==> src/rtl/fetch_pkg.sv <==
// Shared types and helpers for the instruction fetch stage.
// Packets carry a full 64-bit PC; narrower fetch_queue instances zero-extend into it.
package fetch_pkg;

    localparam int INSTR_W    = 32;
    localparam int PKT_ADDR_W = 64;
    localparam logic [10:0] HALT_OPC = 11'h7FF;

    typedef struct packed {
        logic [PKT_ADDR_W-1:0] pc;
        logic [INSTR_W-1:0]    instr;
    } fetch_pkt_t;

    function automatic logic is_halt(input logic [INSTR_W-1:0] instr);
        return instr[31:21] == HALT_OPC;
    endfunction

endpackage

==> src/rtl/fetch_fifo.sv <==
// Synchronous DEPTH-entry FIFO of fetch packets with a flush that
// overrides push; push while full is accepted only together with a pop.
module fetch_fifo
    import fetch_pkg::*;
#(
    parameter int DEPTH = 4,
    localparam int PTR_W = $clog2(DEPTH),
    localparam int CNT_W = PTR_W + 1
) (
    input  logic             clk,
    input  logic             reset,
    input  logic             push,
    input  logic             pop,
    input  logic             flush,
    input  fetch_pkt_t       din,
    output logic             full,
    output logic             empty,
    output logic [CNT_W-1:0] count,
    output fetch_pkt_t       head
);

    fetch_pkt_t       mem [DEPTH];
    logic [PTR_W-1:0] wr_ptr;
    logic [PTR_W-1:0] rd_ptr;
    logic             push_ok;
    logic             pop_ok;

    assign full    = (count == CNT_W'(DEPTH));
    assign empty   = (count == '0);
    assign push_ok = push && !flush && (!full || pop);
    assign pop_ok  = pop && !empty;
    assign head    = mem[rd_ptr];

    // NOTE: storage has no reset; count/pointers alone decide which entries are live.
    always_ff @(posedge clk) begin
        if (push_ok)
            mem[wr_ptr] <= din;
    end

    // NOTE: non-blocking assignments so every register samples pre-edge values.
    always_ff @(posedge clk) begin
        if (reset || flush) begin
            wr_ptr <= '0;
            rd_ptr <= '0;
            count  <= '0;
        end else begin
            if (push_ok)
                wr_ptr <= wr_ptr + PTR_W'(1);
            if (pop_ok)
                rd_ptr <= rd_ptr + PTR_W'(1);
            case ({push_ok, pop_ok})
                2'b10:   count <= count + CNT_W'(1);
                2'b01:   count <= count - CNT_W'(1);
                default: count <= count;
            endcase
        end
    end

endmodule

==> src/rtl/fetch_queue.sv <==
// Instruction fetch stage: sequential 4-byte fetches into a prefetch queue,
// valid/ready towards decode, branch redirect flush and HALT stop.
module fetch_queue
    import fetch_pkg::*;
#(
    parameter int                ADDR_W   = 64,
    parameter int                DEPTH    = 4,
    parameter logic [ADDR_W-1:0] RESET_PC = '0
) (
    input  logic               clk,
    input  logic               reset,
    output logic               imem_req,
    output logic [ADDR_W-1:0]  imem_addr,
    input  logic [INSTR_W-1:0] imem_rdata,
    input  logic               redirect,
    input  logic [ADDR_W-1:0]  redirect_pc,
    output logic               out_valid,
    input  logic               out_ready,
    output logic [ADDR_W-1:0]  out_pc,
    output logic [INSTR_W-1:0] out_instr,
    output logic               align_err,
    output logic               halted
);

    localparam int CNT_W = $clog2(DEPTH) + 1;

    logic [ADDR_W-1:0] fetch_pc;
    logic [ADDR_W-1:0] tag_pc;
    logic              inflight;
    logic              halt_seen;
    logic              halted_q;

    logic              redir;
    logic              issue;
    logic              pop;
    logic              fifo_full;
    logic              fifo_empty;
    logic [CNT_W-1:0]  count;
    logic [CNT_W:0]    occupancy;
    fetch_pkt_t        push_pkt;
    fetch_pkt_t        head;

    // Once halted the stage is frozen, so a late redirect must not restart it.
    assign redir     = redirect && !halted_q && !reset;
    // In-flight requests reserve a slot so the response always fits.
    assign occupancy = (CNT_W+1)'(count) + (CNT_W+1)'(inflight);
    assign issue     = !reset && !redirect && !halt_seen && !halted_q && !fifo_full
                       && (occupancy < (CNT_W+1)'(DEPTH));

    assign imem_req  = issue;
    assign imem_addr = fetch_pc;

    assign out_valid = !fifo_empty && !halted_q && !reset;
    assign out_pc    = head.pc[ADDR_W-1:0];
    assign out_instr = head.instr;
    assign pop       = out_valid && out_ready;
    assign align_err = redir && (redirect_pc[1:0] != 2'b00);
    assign halted    = halted_q;

    assign push_pkt.pc    = PKT_ADDR_W'(tag_pc);
    assign push_pkt.instr = imem_rdata;

    // A response landing in the redirect cycle is dropped by the flush itself.
    fetch_fifo #(.DEPTH(DEPTH)) u_fifo (
        .clk   (clk),
        .reset (reset),
        .push  (inflight),
        .pop   (pop),
        .flush (redir),
        .din   (push_pkt),
        .full  (fifo_full),
        .empty (fifo_empty),
        .count (count),
        .head  (head)
    );

    always_ff @(posedge clk) begin
        if (reset) begin
            fetch_pc  <= RESET_PC;
            tag_pc    <= RESET_PC;
            inflight  <= 1'b0;
            halt_seen <= 1'b0;
            halted_q  <= 1'b0;
        end else begin
            inflight <= issue;
            if (issue)
                tag_pc <= fetch_pc;

            if (redir)
                fetch_pc <= {redirect_pc[ADDR_W-1:2], 2'b00};
            else if (issue)
                fetch_pc <= fetch_pc + ADDR_W'(4);

            if (redir)
                halt_seen <= 1'b0;
            else if (inflight && is_halt(imem_rdata))
                halt_seen <= 1'b1;

            if (pop && is_halt(head.instr))
                halted_q <= 1'b1;
        end
    end

endmodule

==> config.mk <==
export PLATFORM = sky130hd
export DESIGN_NAME = fetch_queue
export DESIGN_NICKNAME = d
export VERILOG_FILES = /design/src/rtl/fetch_pkg.sv /design/src/rtl/fetch_fifo.sv /design/src/rtl/fetch_queue.sv
export SDC_FILE = /design/constraint.sdc
export NUM_CORES = 1
export LEC_CHECK = 0
export CAP_MARGIN = 0
export CORE_ASPECT_RATIO = 1.1
export CORE_MARGIN = 3
export CORE_UTILIZATION = 35
export CTS_BUF_LIST = sky130_fd_sc_hd__clkbuf_8 sky130_fd_sc_hd__clkbuf_16
export DETAILED_ROUTE_END_ITERATION = 6
export GPL_TIMING_DRIVEN = 0
export PLACE_DENSITY = 0.67
export SKIP_CTS_REPAIR_TIMING = 1
export SYNTH_ARGS = -nofsm -noshare
export SYNTH_HDL_FRONTEND = slang
export SYNTH_HIERARCHICAL = 1
export SYNTH_SLANG_ARGS = --single-unit
==> constraint.sdc <==
create_clock -name clk -period 3.4 [get_ports clk]
set_input_delay 0.34 -clock clk [delete_from_list [all_inputs] [get_ports clk]]
set_output_delay 0.34 -clock clk [all_outputs]
set_load 0.005 [all_outputs]
; Word level (Yosys, flattened, before mapping)
; Memories as Yosys holds them, arrays and structs flattened. A register that Yosys moved wholly into a read port is not among the register bits.
; Index checks and enable logic that the tools add are counted.
[word_totals]
ff_bits = 138
latchBits = 0
ramBits = 384
mem_bits_ro = 0
input_bits = 100
out_inout_bits = 164
word_cells = 59
memories = 1
[classes]
n_addsub = 6
n_mul = 0
n_div = 0
order_cmp = 1
eq_ne = 5
n_shift = 0
muxes = 7
bitwise_logic = 0
n_reduce_logical = 30
[mem_list]
columns = name, words, width, read_ports, rd_ports_with_merged_regs, wr, line
row1 = u_fifo.mem, 4, 96, 1, 1, 1, fetch_fifo.sv:22  ; fetch_pkt_t mem [DEPTH];
[op_table]
columns = op, n
row1 = 64-bit 2-to-1 mux, 2
row2 = "64-bit by 3-bit adder with 64-bit output, second input constant", 1
row3 = "11-bit == test, second input constant", 2
row4 = 1-bit logical AND, 16
row5 = 1-bit zero test, 7
row6 = 3-bit case mux with 2 select lines, 1
row7 = 2-bit nonzero test, 3
row8 = "2-bit by 1-bit adder with 2-bit output, second input constant", 2
row9 = 3-bit by 1-bit adder with 4-bit output, 1
row10 = "4-bit by 3-bit less-than comparator with 1-bit output, second input constant", 1
row11 = 2-bit 2-to-1 mux, 2
row12 = "3-bit by 1-bit adder with 3-bit output, second input constant", 1
row13 = "3-bit == test, second input constant", 1
row14 = 3-bit zero test, 1
row15 = "3-bit by 1-bit subtractor with 3-bit output, second input constant", 1
row16 = "2-bit by 1-bit == test with 1-bit output, second input constant", 1
row17 = "2-bit == test, second input constant", 1
row18 = 1-bit logical OR, 2
row19 = 1-bit 2-to-1 mux, 2
row20 = 2-bit OR reduction, 1

; Logic depth before layout (Yosys ltp)
; Gate-level depths: netlist of run 1.
[depth]
depth_word = 9
depth_mapped = 15
mapped_depth_nobuf = 12

; Hierarchy
; Netlist of run 1, hierarchy kept.
[modules_own_cells]
columns = module, instances, cells_each, area_per_inst_um2, seq_area_each_um2
row1 = fetch_fifo, 1, 559, 14311.2, 11711.2
row2 = fetch_queue, 1, 849, 6535.0, 2542.4

; Worst setup path before layout of run 1
; OpenSTA, ideal clock, no wires.
[synth_path]
path_type = input port to flip-flop
start = input redirect
end = memory u_fifo/mem[0][0] in the netlist's numbering, enable pin
setup_time_ns = 0.412
arrival_ns = 2.872
t_required_ns = 2.988
setup_slack_ns = 0.116
stages = 8
path_buffers = 4
path_cell_list = buf_2 nand2_1 inv_1 clkbuf_1 buf_2 buf_1 nor2b_1 and3_2
[synth_between]
elab_chain_len = 7
[synth_rtl]
columns = item, line
row1 = "start, declared", fetch_queue.sv:15  ; input logic redirect,
row2 = 1-bit logical AND (2 in a row), fetch_queue.sv:44  ; assign redir = redirect && !halted_q && !reset;
row3 = named net redir, fetch_queue.sv:33  ; logic redir;
row4 = 1-bit zero test, fetch_fifo.sv:30  ; assign push_ok = push && !flush && (!full || pop);
row5 = 1-bit logical AND (2 in a row), fetch_fifo.sv:30
row6 = 1-bit 2-to-1 mux, fetch_fifo.sv:36  ; if (push_ok)
row7 = 1-bit 2-to-1 mux (implied by the code), fetch_fifo.sv:37  ; mem[wr_ptr] <= din;
row8 = "end, declared", fetch_fifo.sv:22
; The timed path passes the listed nets, and every way through them passes these cells.

; Worst setup path after layout of run 1
[layout_path]
start = input reset
end = register u_fifo.count[2]
[layout_between]
elab_chain_len = 7
word_cells_on_any_way = 14
cone_classes = eq/ne (2) / mux (1) / reduce/logical (11)
[layout_rtl]
columns = item, line
row1 = "start, declared", fetch_queue.sv:11  ; input logic reset,
row2 = 1-bit zero test *, fetch_queue.sv:53  ; assign out_valid = !fifo_empty && !halted_q && !reset;
row3 = 1-bit logical AND *, fetch_queue.sv:53
row4 = 1-bit logical AND *, fetch_queue.sv:56  ; assign pop = out_valid && out_ready;
row5 = named net pop, fetch_queue.sv:35  ; logic pop;
row6 = 1-bit logical OR, fetch_fifo.sv:30
row7 = 1-bit logical AND, fetch_fifo.sv:30
row8 = 2-bit by 1-bit == test with 1-bit output or 2-bit == test (tied branches), fetch_fifo.sv:51  ; case ({push_ok, pop_ok})
row9 = 3-bit case mux with 2 select lines or 2-bit nonzero test (tied branches), --
row10 = "end signal, assigned", fetch_fifo.sv:52  ; 2'b10: count <= count + CNT_W'(1);
row11 = "end signal, assigned", fetch_fifo.sv:53  ; 2'b01: count <= count - CNT_W'(1);
row12 = "end signal, assigned", fetch_fifo.sv:54  ; default: count <= count;
row13 = "end, declared", fetch_fifo.sv:18  ; output logic [CNT_W-1:0] count,
; Mark *: on every way through the listed nets, which the timed path passes. The rest lies on a longest branch.
; A chain may end at the register's enable or synchronous reset.

==> results.cfg, run 1 <==
[detailed_routing]
wire_per_inst_um = 25.08
met1_length_um = 26230
met2_length_um = 29100
drt-pass1-iter-count = 7
drt-total-wl_um = 63780
vias = 14180
detail_route.vias_per_cell = 5.575
drcViolationCount = 0
top_layer = met5
met3_length_um = 6135
drtAntennaViolNets = 0
drt_iter0_drc = 1607

[logic_synthesis]
async_reset_ff_frac = 0
syn_avg_cell_area_sq_um = 14.81
ys_seq_area_frac = 0.6838
ys_dominant_reg_cell = edfxtp_1
syn-cell-area_sq_um = 20850
ys_ff_latch = 520
ys_types = 70
synthCells = 1408
yosysWarnings = 6
synth-edff-count = 384

[clocking]
htree_levels = 2
clk_latency_ns = 0.61
clock-sinks = 520
cts_tree = built
clockBufferDepth = 3
path_clk_slew_ns = 0.07
numCtsBuffers = 49
root_buffer = clkbuf_16

[worst_setup_path]
cp.depth = 14
worst_path_most_repeated_cell = inv_1
cp_data_required_time_ns = 3.92
r2r_start = u_fifo/count[1]
critPathBufInv = 5
crit_chain = clkdlybuf4s50_1 -> clkbuf_2 -> nor3_1 -> and2_1 -> or4b_1 -> buf_2 -> and2_4 -> inv_1 -> ha_1 -> inv_1 -> fa_1 -> xor2_1 -> or3_1 -> a21oi_1
ff2ff_setup_slack_ns = 0.06
worstPathArrival_ns = 3.90
cp_max_fo = 14
endpoint = u_fifo/count[2]
r2r_end = u_fifo/count[2]
startpoint_type = primary input
cp-end-kind = flip-flop
crit_start = reset
crit_slowest_cell = clkdlybuf4s50_1
path_delay_family = simple AND/OR/NAND/NOR gates
ff2ff_path_depth = 13
slowest_delay_ns = 0.59
path_class = primary input to flip-flop

[floorplanning]
die-area_sq_um = 62530
std_cell_rows = 93
chipHeight_um = 262.0
chipWidth_um = 238.7
coreArea_sq_um = 58760
initial_core_util = 0.3548
ios = 264

[timing]
hold_ws_ns = 0.1709
fin_skew_ns = 0.03465
finalMaxSlewViolations = 0
worst_pin_slew_ns = 1.035
post-route-period-util = 0.9927
finalSetupTns_ns = 0
finalWorstPathRequiredPeriod_ns = 3.375
clock.fmax_ghz = 0.2963
slew_headroom = 0.3064
rsz0062_at_grt = no
hold_violations = 0
setup_viol_count_final = 0

[pwr]
ir_worst_vdd_mv = 0.2892
powerDensity_nw_per_um2 = 523.1
p_leak_nw = 8.614

[worst_hold_path]
hold_class = primary input to flip-flop

[global_route]
grt_pass1_wl_um = 89170
grt_pass1_vias = 13600
overflow = 0
antenna_found_initial = 4
track_usage = 0.1923
grt_max_degree = 50

[final_layout]
final_nets = 1847
drive_gt1_frac = 0.1482
mostFrequentLayoutCells = 384 x edfxtp_1, 260 x clkdlybuf4s50_1, 182 x nand2_1, 134 x dfxtp_1, 97 x a21oi_1
layout_commonest_cell = edfxtp_1
area_delta_synth_final_pct = 26.60

[run_status]
status = completed

[placed_design]
io_buffers = 260
place_hpwl_um = 42750
gp_congestion = 0.9077

[job]
drv_cap = 0
[worst min-delay path by stage]
stage | from | endpoint | slack (ns) | cells after the start
floorplan | imem_rdata[0] | u_fifo/mem[0][0] | 0.44 | 0
global placement | tag_pc[19] | u_fifo/mem[2][51] | 0.47 | 0
detailed placement | tag_pc[44] | u_fifo/mem[2][76] | 0.49 | 0
CTS | redirect | imem_addr[2] | 0.14 | 3
global route | redirect | imem_addr[2] | 0.19 | 3
finish | redirect | imem_addr[2] | 0.17 | 3
[area by class of cell]
type / count / area (sq um)
fill: 5190 / 32370
sequential: 520 / 14260
multi-input combinational: 790 / 6222
timing repair buffer: 267 / 2735
clock buffer: 53 / 1292
tap: 760 / 950.9
buffer: 90 / 446.7
clock inverter: 39 / 400.4
inverter: 22 / 82.58
antenna: 2 / 5.005
[sequential cells by signal, summed over array words and instances, names as in the netlist, named ones only]
| register | flops |
|---|---|
| inflight | 1 |
| u_fifo/mem | 384 |
| halt_seen | 1 |
| halted | 1 |
| tag_pc | 62 |
| u_fifo/count | 3 |
| u_fifo/rd_ptr | 2 |
| u_fifo/wr_ptr | 2 |
| imem_addr | 62 |
[per-layer routing]
metal / vias up / global-route usage
met1: 7119 / 0.2662
met4: 4 / 0.06972
met3: 129 / 0.04534
met5: - / 0
met2: 725 / 0.2976
li1: 6201 / -
[metrics by stage]
stage | area [sq um] | total power [mW] | setup slack (ns) | cells | utilization
CTS | 26250 | 13.89 | -0.7711 | 2533 | 0.4467
finish | 26390 | 13.80 | 0.02484 | 2543 | 0.4491
global placement | 24430 | 8.190 | -2.022 | 2437 | 0.4158
floorplan | 20880 | 7.567 | 0.1163 | 1417 | -
detailed placement | 24560 | 8.212 | -1.175 | 2441 | 0.4179
global route | 26390 | 14.23 | 0.006574 | 2541 | 0.4490
[worst min-delay path, stage by stage]
cell and delay, ns:
buf_2 0.18, inv_1 0.09, o311a_1 0.13
[synth_stat cells, types with 9 or more instances]
cell	number	area, sq um
edfxtp_1	384	11530
nor3_1	24	120.1
nand2b_1	11	68.82
buf_2	33	165.2
nand4_1	43	269.0
a21oi_1	97	485.5
or4_1	13	97.59
a31oi_1	19	118.9
nand2_1	183	686.9
o21ai_0	25	125.1
mux4_2	96	2162
buf_4	9	67.56
nor4_1	22	137.6
mux2i_1	10	100.1
a22oi_1	20	150.1
dfxtp_1	136	2723
inv_1	22	82.58
or3_1	15	93.84
clkbuf_1	45	168.9
nand3_1	33	165.2
nor2_1	40	150.1
[where the power goes]
group / internal, mW / switching (mW)
Sequential: 6.94 / 0.189
Clock: 3.30 / 2.40
Combinational: 0.474 / 0.504
[logic make-up after synthesis]
group                      synth area share
buffers and inverters               0.02401
muxes                                0.1107
AOI/OAI and AO/OA                   0.06524
DFF                                  0.6838
xor gates and xnor gates           0.002101
adders and majority gates          0.004561
and+or+nand+nor                      0.1095
other                             0.0001799
(Power assumes the default switching activity.)
==> inputs of run 2 (changes only) <==
Settings changed: CELL_PAD_IN_SITES_DETAIL_PLACEMENT set to 1, CELL_PAD_IN_SITES_GLOBAL_PLACEMENT set to 2, PLACE_DENSITY 0.67 to 0.85.
==> run 2 against run 1 <==
Compared with the run above:
- the flow now finishes with violations (design-rule violations)
- non-clock buffer count down 1
- fmax grew 5.2%
- design area about the same
- sequential share of layout area hardly changed
- register-to-register slack improved by 0.14 ns
- cell count increased by 0.31%
- clock-buffer cell count up 5
- largest cell class unchanged
- largest power group unchanged
- highest routed layer is now met4
==> results.cfg, run 2 (synthesis results as in run 1) <==
[worst_hold_path]
min_to = imem_addr[2]
worstHoldStart = redirect
hold_depth = 3
hold_class = primary input to flip-flop

[worst_setup_path]
ff2ff_path_depth = 15
cp_data_required_time_ns = 3.06
r2r_start = halted
cp_max_fo = 19
ff2ff_setup_slack_ns = 0.20
worstPathArrival_ns = 2.87
path_class = flip-flop to output pin
r2r_end = u_fifo/count[2]
cp-end-kind = output pin
startpoint_type = flip-flop

[final_layout]
drive_gt1_frac = 0.1474
max_flop_register = u_fifo/mem
final_nets = 1847
final_area_sq_um = 26400
regArea_sq_um = 14260
final_core_util = 0.4492
area_delta_synth_final_pct = 26.62
multi_input_area_sq_um = 6207
layout_commonest_cell = edfxtp_1
largest_reg_flops = 384
nFillCells = 5874
mostFrequentLayoutCells = 384 x edfxtp_1, 260 x clkdlybuf4s50_1, 182 x nand2_1, 133 x dfxtp_1, 97 x a21oi_1

[timing]
clock.fmax_ghz = 0.3116
slew_headroom = 0.1346
finalSetupTns_ns = 0
post-route-period-util = 0.9440
finalWorstPathRequiredPeriod_ns = 3.210
setup_viol_count_final = 0
fin_skew_ns = 0.03395
rsz0062_at_grt = no
worst_pin_slew_ns = 1.286
finalMaxSlewViolations = 0
hold_violations = 0

[detailed_routing]
drt_iter0_drc = 1015
detail_route.vias_per_cell = 5.556
wire_per_inst_um = 26.54
drt-pass1-iter-count = 7
vias = 14170
drtAntennaViolNets = 0
drcViolationCount = 1
drt-total-wl_um = 67720

[clocking]
numCtsBuffers = 52
root_buffer = clkbuf_16
htree_levels = 2
clock-sinks = 520
clockBufferDepth = 3
path_clk_slew_ns = 0.06
cts_tree = built
clk_latency_ns = 0.62

[global_route]
grt_pass1_vias = 14630
grt_pass1_wl_um = 96830
track_usage = 0.2101
antenna_found_initial = 7
grt_max_degree = 57
overflow = 0

[floorplanning]
chipHeight_um = 262.0
die-area_sq_um = 62530
coreArea_sq_um = 58760
chipWidth_um = 238.7
std_cell_rows = 93
initial_core_util = 0.3548
ios = 264

[placed_design]
gp_congestion = 0.8748
placedInstanceArea_sq_um = 24560
place_hpwl_um = 47490
io_buffers = 260

[pwr]
switchingPower_mw = 3.140
swShare = 0.2281
p_leak_nw = 8.654
ir_worst_vdd_mv = 0.3429
seq_power_share = 0.518
total_power_mw = 13.77
powerDensity_nw_per_um2 = 521.5
comb_power_share = 0.071
clock_power_share = 0.411
p_int_mw = 10.63

[run_status]
status = finished, violations left
failed_checks = design-rule violations

[job]
drv_cap = 0
run 2: cell count changes in the layout (fill, tap and decap cells not counted), moves of 2 or more:
cell and delta:
diode_2 +5, inv_1 +12, clkinv_1 -7, clkinv_2 +2, bufinv_16 -4, and3_2 -2
clkbuf_16 +4
run 2: layout make-up:
| type | instances | share of cell area |
|---|---|---|
| clock inverter | 40 | 0.01109 |
| inverter | 22 | 0.003129 |
| timing repair buffer | 266 | 0.1033 |
| antenna | 7 | 0.0006636 |
| tap | 760 | 0.03603 |
| clock buffer | 58 | 0.05328 |
| sequential | 520 | 0.5401 |
| buffer | 90 | 0.01716 |
| multi-input combinational | 788 | 0.2352 |
run 2: worst max path at each step:
stage	startpoint	to	slack (ns)
floorplan	redirect	u_fifo/mem[0][0]	0.12
CTS	halted	u_fifo/count[2]	-1.02
global placement	reset	u_fifo/mem[0][72]	-2.15
global route	u_fifo/count[1]	u_fifo/count[2]	0.009
detailed placement	reset	u_fifo/count[2]	-1.40
finish	u_fifo/count[0]	imem_req	0.19
run 2: per-layer routing:
| metal | vias up | share of wire | GRT usage |
|---|---|---|---|
| met5 | - | 0 | 0 |
| met4 | 0 | 0.041 | 0.09089 |
| met3 | 138 | 0.066 | 0.03694 |
| met2 | 561 | 0.49 | 0.3528 |
| met1 | 7266 | 0.40 | 0.2693 |
| li1 | 6209 | - | - |
run 2: power groups by stage:
stage               logic, mW  clock network, mW  registers, mW
finish                  0.979               5.65           7.13
global route             1.05               6.04           7.15
CTS                     0.966               5.80           7.13
detailed placement      0.959                  0           7.26
global placement        0.935                  0           7.25
floorplan               0.373                  0           7.19
run 2: through the flow:
step	worst slack, ns	instances	hold slack (ns)
after floorplan	0.1163	1417	0.4389
after global placement	-2.149	2437	0.4715
after detailed placement	-1.401	2441	0.4929
after CTS	-1.024	2539	0.1801
after global routing	0.009357	2551	0.2161
final	0.1904	2551	0.2121
run 2: critical path: stages, from the launching register on:
cell	delay, ns
dfxtp_2	0.41
inv_1	0.10
and3_1	0.20
nor4_4	0.26
nand3_4	0.21
inv_1	0.15
buf_6	0.19
buf_12	0.20
clkdlybuf4s50_1	0.54
==> inputs of run 3 (changes only) <==
Settings changed: CORE_UTILIZATION 35 to 30, MAX_ROUTING_LAYER set to met4, PLACE_DENSITY 0.85 to 0.76.
==> run 3 against run 2 <==
Compared with the run above:
- the flow now finishes without violations
- first-iteration DRC count increased by 19%
- critical path type is now primary input to flip-flop
- critical endpoint is now u_fifo/count[2]
- setup slack got worse by 0.079 ns
- non-clock buffer count increased by 1
- die area increased by 16%
==> results.cfg, run 3 (synthesis results as in run 1) <==
[worst_setup_path]
crit_chain = clkdlybuf4s50_1 -> clkbuf_4 -> nor3_1 -> and2_2 -> or4b_1 -> buf_6 -> and2_4 -> inv_1 -> ha_1 -> inv_1 -> fa_1 -> xor2_1 -> or3_1 -> a21oi_1
path_class = primary input to flip-flop
slowest_delay_ns = 0.62
ff2ff_path_depth = 13
cp-end-kind = flip-flop
cp_data_required_time_ns = 3.93
crit_slowest_cell = clkdlybuf4s50_1
startpoint_type = primary input
worst_path_most_repeated_cell = inv_1
worstPathArrival_ns = 3.82
cp_max_fo = 13

[detailed_routing]
drtAntennaViolNets = 0
vias = 14060
drcViolationCount = 0
drt-total-wl_um = 70550
detail_route.vias_per_cell = 5.192
drt_iter0_drc = 1212
wire_per_inst_um = 26.06
drt-pass1-iter-count = 5

[global_route]
use_met3 = 0.03411
busiest_layer = met2
use_met2 = 0.3145
overflow = 0
antenna_found_initial = 5
grt_pass1_vias = 14600
track_usage = 0.1909
grt_pass1_wl_um = 99580
grt_use_met1 = 0.2394
grt_max_degree = 51

[final_layout]
nFillCells = 7009
drive_gt1_frac = 0.1541
final_nets = 1848
area_delta_synth_final_pct = 28.31
largest_reg_flops = 384
final_area_sq_um = 26750
regArea_sq_um = 14260
mostFrequentLayoutCells = 384 x edfxtp_1, 260 x clkdlybuf4s50_1, 182 x nand2_1, 133 x dfxtp_1, 97 x a21oi_1
max_flop_register = u_fifo/mem
layout_commonest_cell = edfxtp_1
multi_input_area_sq_um = 6208
final_core_util = 0.3923

[worst_hold_path]
hold_class = primary input to flip-flop
hold_depth = 3

[timing]
clock.fmax_ghz = 0.3041
fin_skew_ns = 0.01924
setup_viol_count_final = 0
finalSetupTns_ns = 0
fin_ws_ns = 0.1117
finalMaxSlewViolations = 0
finalWorstPathRequiredPeriod_ns = 3.288
hold_ws_ns = 0.1923
hold_violations = 0
slew_headroom = 0.3255
post-route-period-util = 0.9671
worst_pin_slew_ns = 1.012

[clocking]
htree_levels = 2
numCtsBuffers = 52
clock-sinks = 520
path_clk_slew_ns = 0.07
root_buffer = clkbuf_16
clockBufferDepth = 3
cts_tree = built
clk_latency_ns = 0.61

[floorplanning]
die-area_sq_um = 72690
std_cell_rows = 100
chipWidth_um = 257.3
coreArea_sq_um = 68190
ios = 264
initial_core_util = 0.3057
chipHeight_um = 282.5

[placed_design]
place_ws_ns = -1.508
io_buffers = 260
placedInstanceArea_sq_um = 24780
gp_congestion = 0.9081
place_hpwl_um = 49130

[pwr]
powerDensity_nw_per_um2 = 532.2
ir_worst_vdd_mv = 0.3297
p_leak_nw = 8.690

[run_status]
status = completed

[job]
drv_cap = 0
==> run 3: cell types whose count changed in the layout (fill, tap and decap cells not counted), sizes merged <==
cell      previous run  this run
bufinv               3         8
clkinvlp             4         6
inv                 41        33
buf                 51        53
clkinv              14        15
clkbuf             103       102
diode                7         4
==> run 3: final timing paths <==
| path | start | to | slack [ns] |
|---|---|---|---|
| setup / recovery | reset | u_fifo/count[2] | 0.11 |
| hold / removal | redirect | imem_addr[2] | 0.19 |
| setup reg to reg | u_fifo/count[1] | u_fifo/count[2] | 0.14 |
| hold reg to reg | tag_pc[43] | tag_pc[43] | 0.50 |
==> run 3: cell type report <==
class                   count  area share
clock buffers              58     0.05174
repair buffers            267      0.1027
diodes                      4   0.0003742
flip-flops and latches    520      0.5330
clock inverters            40     0.01693
multi-input cells         788      0.2321
plain buffers              90     0.01707
well taps                 918     0.04294
inverters                  22    0.003087
==> run 3: where the power goes <==
part	switching (mW)	internal, mW
logic	0.522	0.477
registers	0.191	6.94
clock network	2.54	3.56
==> run 3: worst max-delay path, delay by kind of cell <==
family                     cells  cell delay [ns]
adders and majority gates      2             0.57
and+or+nand+nor                5             1.36
AOI/OAI and AO/OA              1             0.14
buffers and inverters          5             1.23
xor gates and xnor gates       1             0.17
==> run 3: per-layer routing <==
metal,vias to the layer above,wire (um)
met5,-,0
met4,0,2423
met3,107,4751
met2,460,34740
met1,7285,28640
li1,6203,-
==> run 3: through the flow <==
step           power, mW  instances
5_1_grt            14.72       2706
4_1_cts            14.36       2698
3_3_place_gp       8.225       2595
2_1_floorplan      7.567       1417
6_report           14.23       2707
3_5_place_dp       8.253       2600
==> variant 1, RTL diff (flow settings as in run 3) <==
`DEPTH` is set to 4 in 2 places; all go to 8.
--- a/src/rtl/fetch_fifo.sv
+++ b/src/rtl/fetch_fifo.sv
@@ -3,7 +3,7 @@
 module fetch_fifo
     import fetch_pkg::*;
 #(
-    parameter int DEPTH = 4,
+    parameter int DEPTH = 8,
     localparam int PTR_W = $clog2(DEPTH),
     localparam int CNT_W = PTR_W + 1
 ) (
--- a/src/rtl/fetch_queue.sv
+++ b/src/rtl/fetch_queue.sv
@@ -4,7 +4,7 @@
     import fetch_pkg::*;
 #(
     parameter int                ADDR_W   = 64,
-    parameter int                DEPTH    = 4,
+    parameter int                DEPTH    = 8,
     parameter logic [ADDR_W-1:0] RESET_PC = '0
 ) (
     input  logic               clk,
Check against the original RTL: not equivalent (a bounded check fails within 10 cycles, from zero or initial values and one cycle with reset high).
==> variant 1 against run 3 <==
- synthesized cell count is 42% higher
- count of clock-buffer cells in the layout grew 43
- routed wire length is 54% higher
- worst setup slack about the same
- global-route usage is 1.1 points lower
- sequential cell count is 388 higher
- synthesized area up 71%
- first-iteration DRC count increased by 32%
- power increased by 63%
- final area increased by 67%
- maximum frequency about the same
- register-to-register slack lost 0.03 ns
- largest cell class unchanged
==> variant 1: results (changes against run 3) <==
- Htree depth: 3 (was 2)
- Worst Skew: 0.0247 ns (was 0.0192 ns)
- Worst Min Path Start: redirect_pc[29] (was redirect)
- Setup slack, reg-to-reg: 0.11 ns (was 0.14 ns)
- Placed insts: 3862 (was 2600)
- Leakage: 13.5 nW (was 8.69 nW)
- GRT Total Usage: 18.0% (was 19.1%)
- Switching share of power: 21.6% (was 22.8%)
- P&R area growth vs syn: 24.9% (was 28.3%)
- M2 GR Usage: 29.1% (was 31.5%)
- Post-DP Area: 41500 um^2 (was 24800 um^2)
- WL/cell: 26.9 um (was 26.1 um)
- Post-synthesis xor/xnor area fraction: 0.392% (was 0.210%)
- Synth Area in Compound Gates: 3.61% (was 6.52%)
- Worst Max-Slew Pin Slew: 1.24 ns (was 1.01 ns)
- Initial antenna violation count: 3 (was 5)
- Worst path max stage delay: 0.59 ns (was 0.62 ns)
- Port Buffer Count: 261 (was 260)
- Crit path time final: 3.29 ns (about the same)
- WL met1: 48000 um (was 28600 um)
- Share of layout cells above drive strength 1: 23.9% (was 15.4%)
- Reg2reg path depth: 7 (was 13)
- Status: finished, final reports clean (unchanged)
- CP arrival: 3.83 ns (was 3.82 ns)
- Detailed Place HPWL: 75900 um (was 49100 um)
- Crit path launch: imem_addr[27] (was reset)
- Sequential share of the synthesized area: 72.3% (was 68.4%)
- Largest net degree at the start of global routing: 24 (was 51)
- Ranking of synthesized cells by area: edfxtp_1 (65%), mux4_2 (12%), dfxtp_1 (7.8%) (was edfxtp_1 (55%), dfxtp_1 (13%), mux4_2 (10%))
- Starting DRT DRC Count: 1602 (was 1212)
[variant 1: changes by cell type in the layout (fill, tap and decap cells not counted), sizes merged, moves of 14 or more]
| cell | delta |
|---|---|
| edfxtp | +384 |
| mux2 | +101 |
| clkbuf | +81 |
| buf | +35 |
| or2 | +14 |
| clkinv | +18 |
| mux4 | +96 |
| a22oi | -14 |
[variant 1: power groups by stage]
stage / Combinational [mW] / Clock, mW / Sequential, mW
after global placement: 0.956 / 0 / 12.6
after detailed placement: 1.02 / 0 / 12.6
after global routing: 1.10 / 10.5 / 12.4
after floorplan: 0.369 / 0 / 12.5
final: 1.03 / 9.77 / 12.4
after CTS: 1.03 / 10.0 / 12.4
[variant 1: cell type report]
type | instances | area share (%)
well taps | 1541 | 4.32
clock buffers | 101 | 5.51
clock inverters | 68 | 1.07
flip-flops and latches | 908 | 58.0
multi-input cells | 972 | 21.1
plain buffers | 122 | 1.73
repair buffers | 309 | 8.21
diodes | 2 | 0.0112
inverters | 11 | 0.0981
==> variant 2, RTL diff (settings of run 3) <==
Without the edit above. Reset style: asynchronous (`reset`), changed in one clocked block.
--- a/src/rtl/fetch_queue.sv
+++ b/src/rtl/fetch_queue.sv
@@ -74,7 +74,7 @@
         .head  (head)
     );
 
-    always_ff @(posedge clk) begin
+    always_ff @(posedge clk or posedge reset) begin
         if (reset) begin
             fetch_pc  <= RESET_PC;
             tag_pc    <= RESET_PC;
Formal check against the unedited RTL: differs if reset is asserted again (counterexample within 4 cycles, from zero or initial values and one cycle with reset high); with reset held inactive, the same outputs for 4 cycles.
==> variant 2 against run 3 <==
- worst setup slack improved by 0.020 ns
- clock power grew 8.0%
- utilization rose by 0.63 points
- clock skew is 0.00052 ns lower
- sequential cell count is the same
- synthesized area is 1.7% lower
- maximum frequency is 0.60% higher
- sequential power is 7.7% higher
- final area fell by 0.14%
- via count is 7.8% lower
- power is 9.1% higher
- worst hold slack improved by 0.045 ns
- routed wire length is 9.2% lower
- first-iteration DRC count shrank 27%
- largest cell class unchanged
- largest power group unchanged
==> variant 2: results (changes against run 3) <==
- Most frequent cells after synthesis: edfxtp_1 (384), nand2_1 (226), dfrtp_1 (127) (was edfxtp_1 (384), nand2_1 (183), dfxtp_1 (136))
- Via count: 13000 (was 14100)
- Status: finished, final reports clean (unchanged)
- Cell variety after synth: 59 (was 70)
- WL/cell: 24.7 um (was 26.1 um)
- Hold slack: 0.238 ns (was 0.192 ns)
- Worst path max stage delay: 0.55 ns (was 0.62 ns)
- Detailed Place HPWL: 43700 um (was 49100 um)
- Area share of the leading cell type in the synthesized netlist: 56.2% (was 55.3%)
- M2 GR Usage: 29.3% (was 31.5%)
- Fillers: 6801 (was 7009)
- CP arrival: 2.93 ns (was 3.82 ns)
- Share of layout cells above drive strength 1: 15.4% (about the same)
- Met3 usage: 4.40% (was 3.41%)
- Sequential share of the synthesized area: 72.6% (was 68.4%)
- CP max-delay cell: or4_4 (was clkdlybuf4s50_1)
- Worst Max-Slew Pin Slew: 0.937 ns (was 1.01 ns)
- Syn Area/Cell: 16.0 um^2 (was 14.8 um^2)
- Ranking of synthesized cells by area: edfxtp_1 (56%), dfrtp_1 (16%), mux4_2 (11%) (was edfxtp_1 (55%), dfxtp_1 (13%), mux4_2 (10%))
- Leakage: 9.24 nW (was 8.69 nW)
- Reg-to-reg endpoint: imem_addr[35] (was u_fifo/count[2])
- GRT Total Usage: 18.1% (was 19.1%)
- Pre-CTS setup slack: -1.59 ns (was -1.51 ns)
- Placed insts: 2473 (was 2600)
- Final net count: 1734 (was 1848)
- FF-to-FF Start: u_fifo/count[0] (was u_fifo/count[1])
variant 2: final cells by class:
type | count | area [um^2] | share of cell area, %
timing repair buffer | 276 | 2880 | 10.8
sequential | 520 | 14900 | 55.8
multi-input combinational | 691 | 5340 | 20.0
inverter | 19 | 80.1 | 0.300
antenna | 5 | 12.5 | 0.0468
tap | 909 | 1140 | 4.26
clock inverter | 43 | 478 | 1.79
clock buffer | 64 | 1550 | 5.78
buffer | 62 | 344 | 1.29
variant 2: cell families (layout without fill, tap and decap cells):
family | Yosys count | in the layout | synth area share (%)
XOR/XNOR | 4 | 4 | 0.171
multiplexers | 99 | 99 | 10.7
adder cells (fa/ha/maj) | 7 | 7 | 0.464
AND/OR/NAND/NOR | 440 | 442 | 9.97
flip-flops | 520 | 520 | 72.6
buffers and inverters | 84 | 464 | 1.81
other | 1 | 15 | 0.0183
AO/OA/AOI/OAI | 129 | 129 | 4.24
variant 2: routing by layer:
layer / up-vias / part of all wire [%]
li1: 5675 / -
met1: 6843 / 42
met2: 359 / 49
met3: 82 / 6.7
met4: 0 / 2.3
met5: - / 0
variant 2: power by group:
part,switching [mW],internal (mW),leakage [nW]
combinational,0.624,0.631,3.12
clock,2.58,4.01,1.01
sequential,0.417,7.26,5.11
variant 2: worst max-delay path by stage:
stage / start / endpoint / slack [ns] / cells past startpoint
after floorplan: redirect / u_fifo/mem[0][0] / 0.33 / 6
after global placement: reset / u_fifo/mem[1][61] / -2.38 / 7
after detailed placement: reset / u_fifo/count[2] / -1.59 / 14
after CTS: u_fifo/count[0] / imem_req / -1.42 / 10
after global routing: u_fifo/count[0] / imem_req / -0.002 / 9
final: u_fifo/count[0] / imem_req / 0.13 / 9
